### src/rtl/fifo_write_arbiter.sv
// Round-robin write-port arbiter for a shared FIFO with bounded bursts.
// A winner keeps ownership for up to MAX_BURST words; a full FIFO stalls without ending a burst.
module fifo_write_arbiter #(
  parameter int NUM_REQ    = 4,
  parameter int DATA_WIDTH = 8,
  parameter int MAX_BURST  = 4
) (
  input  logic                           clk,
  input  logic                           reset,
  input  logic [NUM_REQ-1:0]             req,
  input  logic [NUM_REQ*DATA_WIDTH-1:0]  req_data,
  input  logic                           fifo_full,
  output logic [NUM_REQ-1:0]             grant,
  output logic                           write_enable,
  output logic [DATA_WIDTH-1:0]          din,
  output logic                           owner_valid,
  output logic [15:0]                    write_count
);

  localparam int PTR_W = (NUM_REQ > 1) ? $clog2(NUM_REQ) : 1;

  typedef enum logic {IDLE, BURST} state_t;

  state_t           state;
  logic [PTR_W-1:0] rr_ptr;
  logic [PTR_W-1:0] owner;
  logic [3:0]       burst_cnt;

  logic             cont;
  logic             rel;
  logic [PTR_W-1:0] base;
  logic [PTR_W-1:0] search_idx;
  logic [PTR_W-1:0] arb_idx;
  logic             arb_found;
  logic [PTR_W-1:0] grant_idx;
  logic             grant_any;
  logic [3:0]       cnt_next;

  function automatic logic [PTR_W-1:0] next_idx(input logic [PTR_W-1:0] p);
    return (p == PTR_W'(NUM_REQ - 1)) ? '0 : p + 1'b1;
  endfunction

  // On release the old owner drops to lowest priority in the same cycle.
  always_comb begin
    cont       = (state == BURST) && req[owner];
    rel        = (state == BURST) && !req[owner];
    base       = rel ? next_idx(owner) : rr_ptr;
    arb_found  = 1'b0;
    arb_idx    = base;
    search_idx = base;
    for (int k = 0; k < NUM_REQ; k++) begin
      if (!arb_found && req[search_idx]) begin
        arb_found = 1'b1;
        arb_idx   = search_idx;
      end
      search_idx = next_idx(search_idx);
    end
    grant_idx = cont ? owner : arb_idx;
    grant_any = !reset && !fifo_full && (cont || arb_found);
    cnt_next  = burst_cnt + 4'd1;
  end

  always_comb begin
    grant = '0;
    din   = '0;
    if (grant_any) grant[grant_idx] = 1'b1;
    for (int i = 0; i < NUM_REQ; i++) begin
      if (grant[i]) din = req_data[i*DATA_WIDTH +: DATA_WIDTH];
    end
  end

  assign write_enable = grant_any;
  assign owner_valid  = !reset && (state == BURST);

  always_ff @(posedge clk or posedge reset) begin
    if (reset) begin
      state       <= IDLE;
      rr_ptr      <= '0;
      owner       <= '0;
      burst_cnt   <= '0;
      write_count <= '0;
    end else if (!fifo_full) begin
      if (grant_any) write_count <= write_count + 16'd1;
      if (cont) begin
        burst_cnt <= cnt_next;
        if (cnt_next == 4'(MAX_BURST)) begin
          state  <= IDLE;
          rr_ptr <= next_idx(owner);
        end
      end else begin
        if (rel) rr_ptr <= base;
        if (arb_found) begin
          owner     <= arb_idx;
          burst_cnt <= 4'd1;
          if (MAX_BURST == 1) begin
            state  <= IDLE;
            rr_ptr <= next_idx(arb_idx);
          end else begin
            state <= BURST;
          end
        end else begin
          state     <= IDLE;
          burst_cnt <= '0;
        end
      end
    end
  end

endmodule

### config.mk
export PLATFORM = sky130hd
export DESIGN_NAME = fifo_write_arbiter
export DESIGN_NICKNAME = d
export VERILOG_FILES = /design/src/rtl/fifo_write_arbiter.sv
export SDC_FILE = /design/constraint.sdc
export NUM_CORES = 1
export LEC_CHECK = 0
export ABC_CLOCK_PERIOD_IN_PS = 3000
export CAP_MARGIN = 20
export CORE_AREA = 2 2 72 74
export CTS_CLUSTER_SIZE = 14
export DETAILED_ROUTE_END_ITERATION = 10
export DIE_AREA = 0 0 74 76
export MAX_ROUTING_LAYER = met4
export PLACE_DENSITY = 0.68
export SKIP_CTS_REPAIR_TIMING = 1
export SLEW_MARGIN = 10
export SYNTH_ARGS = -nofsm -noshare
export SYNTH_HDL_FRONTEND = slang
export SYNTH_SLANG_ARGS = --single-unit
### constraint.sdc
create_clock -name clk -period 3 [get_ports clk]
set_input_delay 0.3 -clock clk [delete_from_list [all_inputs] [get_ports clk]]
set_output_delay 0.3 -clock clk [all_outputs]
set_load 0.1 [all_outputs]
==> run metrics <==
run status=complete, but fails checks; violations in the final reports=setup timing; Chip Height=76 um; DRC violation count after routing=0; number of nets at the end of the flow=311; classification of the worst setup path=input port to output port; CTS tree=built; cell area power density=1192 nW/um^2; post-synthesis cell type count=43; total routed wirelength=4745 um; top library cells by usage in the layout, fill and taps aside=38 x sky130_fd_sc_hd__clkdlybuf4s50_1, 36 x sky130_fd_sc_hd__buf_4, 23 x sky130_fd_sc_hd__dfrtp_1; share of async-settable or async-resettable flops after synthesis=1.000; count of filler cells inserted in the layout=410; post-synthesis instance total=176; first-pass GRT wire length=6975 um; total leakage power=1.261 nW; global-route met3 utilization=0.01720; final hold vios=0; adder-cell share of the synthesized area=0.02943; total grt overflow=0; # clock sinks=25; routed via count=1,673; simple-gate area share of the yosys netlist=0.1906; pin count of the biggest net entering global routing=26; post-CTS clock slew at the launch and capture registers of the worst setup and hold paths=90 ps; busiest layer in global routing=met2; antenna fix cells=0; Hold Crit Class=flip-flop to flip-flop; remaining max-slew budget at the tightest pin=0.3904; proportion of netlist area held by the largest area contributor=0.3679; dominant combinational cell family by area after synthesis=simple AND/OR/NAND/NOR gates; met2 track demand over resource=0.2500; final setup skew=6.244 ps; Required @ worst endpoint=2700 ps; transition time at the pin with the least slew margin=913.4 ps; Max-Cap Viols=0; WP data arrival=3000 ps; average routed wire per standard cell=14.08 um; layout cell share with drive strength beyond 1=0.3820; share of the yosys chip area belonging to registers=0.3679; final instance area=3033 um^2; post-synthesis register bit count=25; Detail Placement HPWL=3420 um; antenna violations before repair=0; Die X-Extent=74 um; number of placement rows=26; Yosys Warn Count=0; number of detailed-routing iterations run before antenna repair=4; CP max stage delay=550 ps; number of setup violations in the final report=12; maximum vdd drop=892.4 uV; post-layout minimum cycle time=3302 ps; Mean Syn Cell Area=9.661 um^2; fraction of the mapped netlist area in compound gates=0.1457; Worst Path Buf+Inv=5; PnR worst setup slack=-302.1 ps; RSZ-0062 raised after global routing=yes; starting density of the core=0.3462; Worst Setup Slack post-DPL=-214.7 ps; EDFF count, synth=0; top-level port count=69; Area growth syn-to-layout=78.37%; largest driver fanout on the critical path=5; Root Driver=sky130_fd_sc_hd__clkbuf_8; Max Freq=0.3028 GHz; area share of xor/xnor cells in the synthesized design=0.08241; leading post-synthesis cells by cell area=sky130_fd_sc_hd__dfrtp_1 37%, sky130_fd_sc_hd__mux2i_1 10%, sky130_fd_sc_hd__xnor2_1 5.7%; via-per-instance ratio=4.964; post-synth design cell area=1700 um^2; Synthesized Nets=219; critical path endpoint category=output port; die footprint=5624 um^2; drt initial violations=101; placed cell areas=2729 um^2; number of levels the H-tree was split into=1; input/output buffers=68; critical-path cell with the highest stage delay=sky130_fd_sc_hd__mux4_2; mux cell area share after synthesis=0.1464; Core Region=4912 um^2; met1 layer usage reported by global route=0.2185; TritonCTS Buffers=3; cell taking the most area after synthesis=sky130_fd_sc_hd__dfrtp_1; crit share post-route=1.101; via count of the first global-routing pass=1,450; critical-path cell list=clkdlybuf4s50_1 > mux4_2 > buf_4 > o41ai_2 > a41o_1 > o31ai_4 > buf_6 > clkbuf_16 > mux2i_4 > o22ai_2 > buf_12; most common library cell in the layout ignoring fill and taps=sky130_fd_sc_hd__clkdlybuf4s50_1; kind of start point of the critical path=input port; remaining antenna violation count after routing=0; final number of max-transition violations=0; core occupancy in the finished layout=0.6174; routability congestion estimate=0.8794; source-to-sink clock delay at the later pin of the worst-skew pair=270 ps; total global routing track utilization=0.1596; cell family contributing the most delay on the critical path=buffers and inverters; clock buffer depth=2; top flip-flop cell by instance count after synthesis=sky130_fd_sc_hd__dfrtp_1
flip-flops by register name, indices dropped and copies added (netlist names):
signal and flops:
rr_ptr 2, burst_cnt 4, state 1, write_count 16
owner 2
power by group:
group	total, mW	switching (mW)	internal (mW)	leakage, nW
sequential	0.544	0.120	0.425	0.324
combinational	2.86	1.56	1.30	0.911
clock	0.208	0.111	0.0972	0.0261
cell type report:
cell class                 instances  area (um^2)  area share
clock buffer                       3        41.29     0.01361
timing repair buffer              93         1015      0.3346
multi-input combinational        139         1230      0.4055
inverter                           6        22.52    0.007426
tap                               70        87.58     0.02888
sequential                        25        628.1      0.2071
clock inverter                     1        8.758    0.002888
synth_stat cells (2+ instances only):
master	instances
sky130_fd_sc_hd__o21ai_0	5
sky130_fd_sc_hd__nand2_1	15
sky130_fd_sc_hd__and2_1	2
sky130_fd_sc_hd__o31ai_1	2
sky130_fd_sc_hd__dfrtp_1	25
sky130_fd_sc_hd__nand2b_1	3
sky130_fd_sc_hd__nor3_1	3
sky130_fd_sc_hd__inv_1	6
sky130_fd_sc_hd__a31oi_1	2
sky130_fd_sc_hd__buf_6	2
sky130_fd_sc_hd__nor2_1	12
sky130_fd_sc_hd__o21ai_1	2
sky130_fd_sc_hd__mux2i_1	17
sky130_fd_sc_hd__ha_1	4
sky130_fd_sc_hd__a21oi_1	6
sky130_fd_sc_hd__and4_1	2
sky130_fd_sc_hd__nor2b_1	6
sky130_fd_sc_hd__o22ai_1	9
sky130_fd_sc_hd__xor2_1	5
sky130_fd_sc_hd__nand4_1	4
sky130_fd_sc_hd__mux2_2	5
sky130_fd_sc_hd__clkbuf_1	3
sky130_fd_sc_hd__nand3_1	6
sky130_fd_sc_hd__xnor2_1	11
metrics by stage:
| stage | std cells | setup TNS [ps] | power (mW) | hold WS [ps] |
|---|---|---|---|---|
| 6_report | 337 | -2279 | 3.616 | 505.5 |
| 5_1_grt | 337 | -3508 | 3.791 | 527.4 |
| 4_1_cts | 329 | -2224 | 3.054 | 509.5 |
| 3_5_place_dp | 325 | -1484 | 2.843 | 491.7 |
| 3_3_place_gp | 325 | -1018 | 2.827 | 458.8 |
| 2_1_floorplan | 176 | -2304 | 2.163 | 327.3 |
cells by family after synthesis:
logic type / Yosys count
AO/OA/AOI/OAI: 36
XOR/XNOR: 16
adder cells (fa/ha/maj): 4
buffers and inverters: 12
flip-flops: 25
multiplexers: 23
AND/OR/NAND/NOR: 60
worst paths after layout:
| path | cells after the start | start | endpoint | slack [ps] |
|---|---|---|---|---|
| worst min-delay path | 1 | write_count[15]$_DFFE_PP0P_ | write_count[15]$_DFFE_PP0P_ | 510 |
| worst max register to register | 7 | owner[1]$_DFFE_PP0P_ | owner[0]$_DFFE_PP0P_ | 520 |
| worst max-delay path | 11 | req[3] | din[7] | -300 |
| max in group asynchronous | 2 | reset | owner[1]$_DFFE_PP0P_ | 1730 |
| min in group asynchronous | 2 | reset | write_count[2]$_DFFE_PP0P_ | 650 |
| worst min register to register | 1 | write_count[15]$_DFFE_PP0P_ | write_count[15]$_DFFE_PP0P_ | 510 |
per-layer routing:
metal | share of wire | vias up
met4 | 0.011 | 0
met5 | 0 | -
li1 | - | 830
met2 | 0.52 | 45
met3 | 0.035 | 4
met1 | 0.43 | 794
Power figures use the tool's default switching activity.
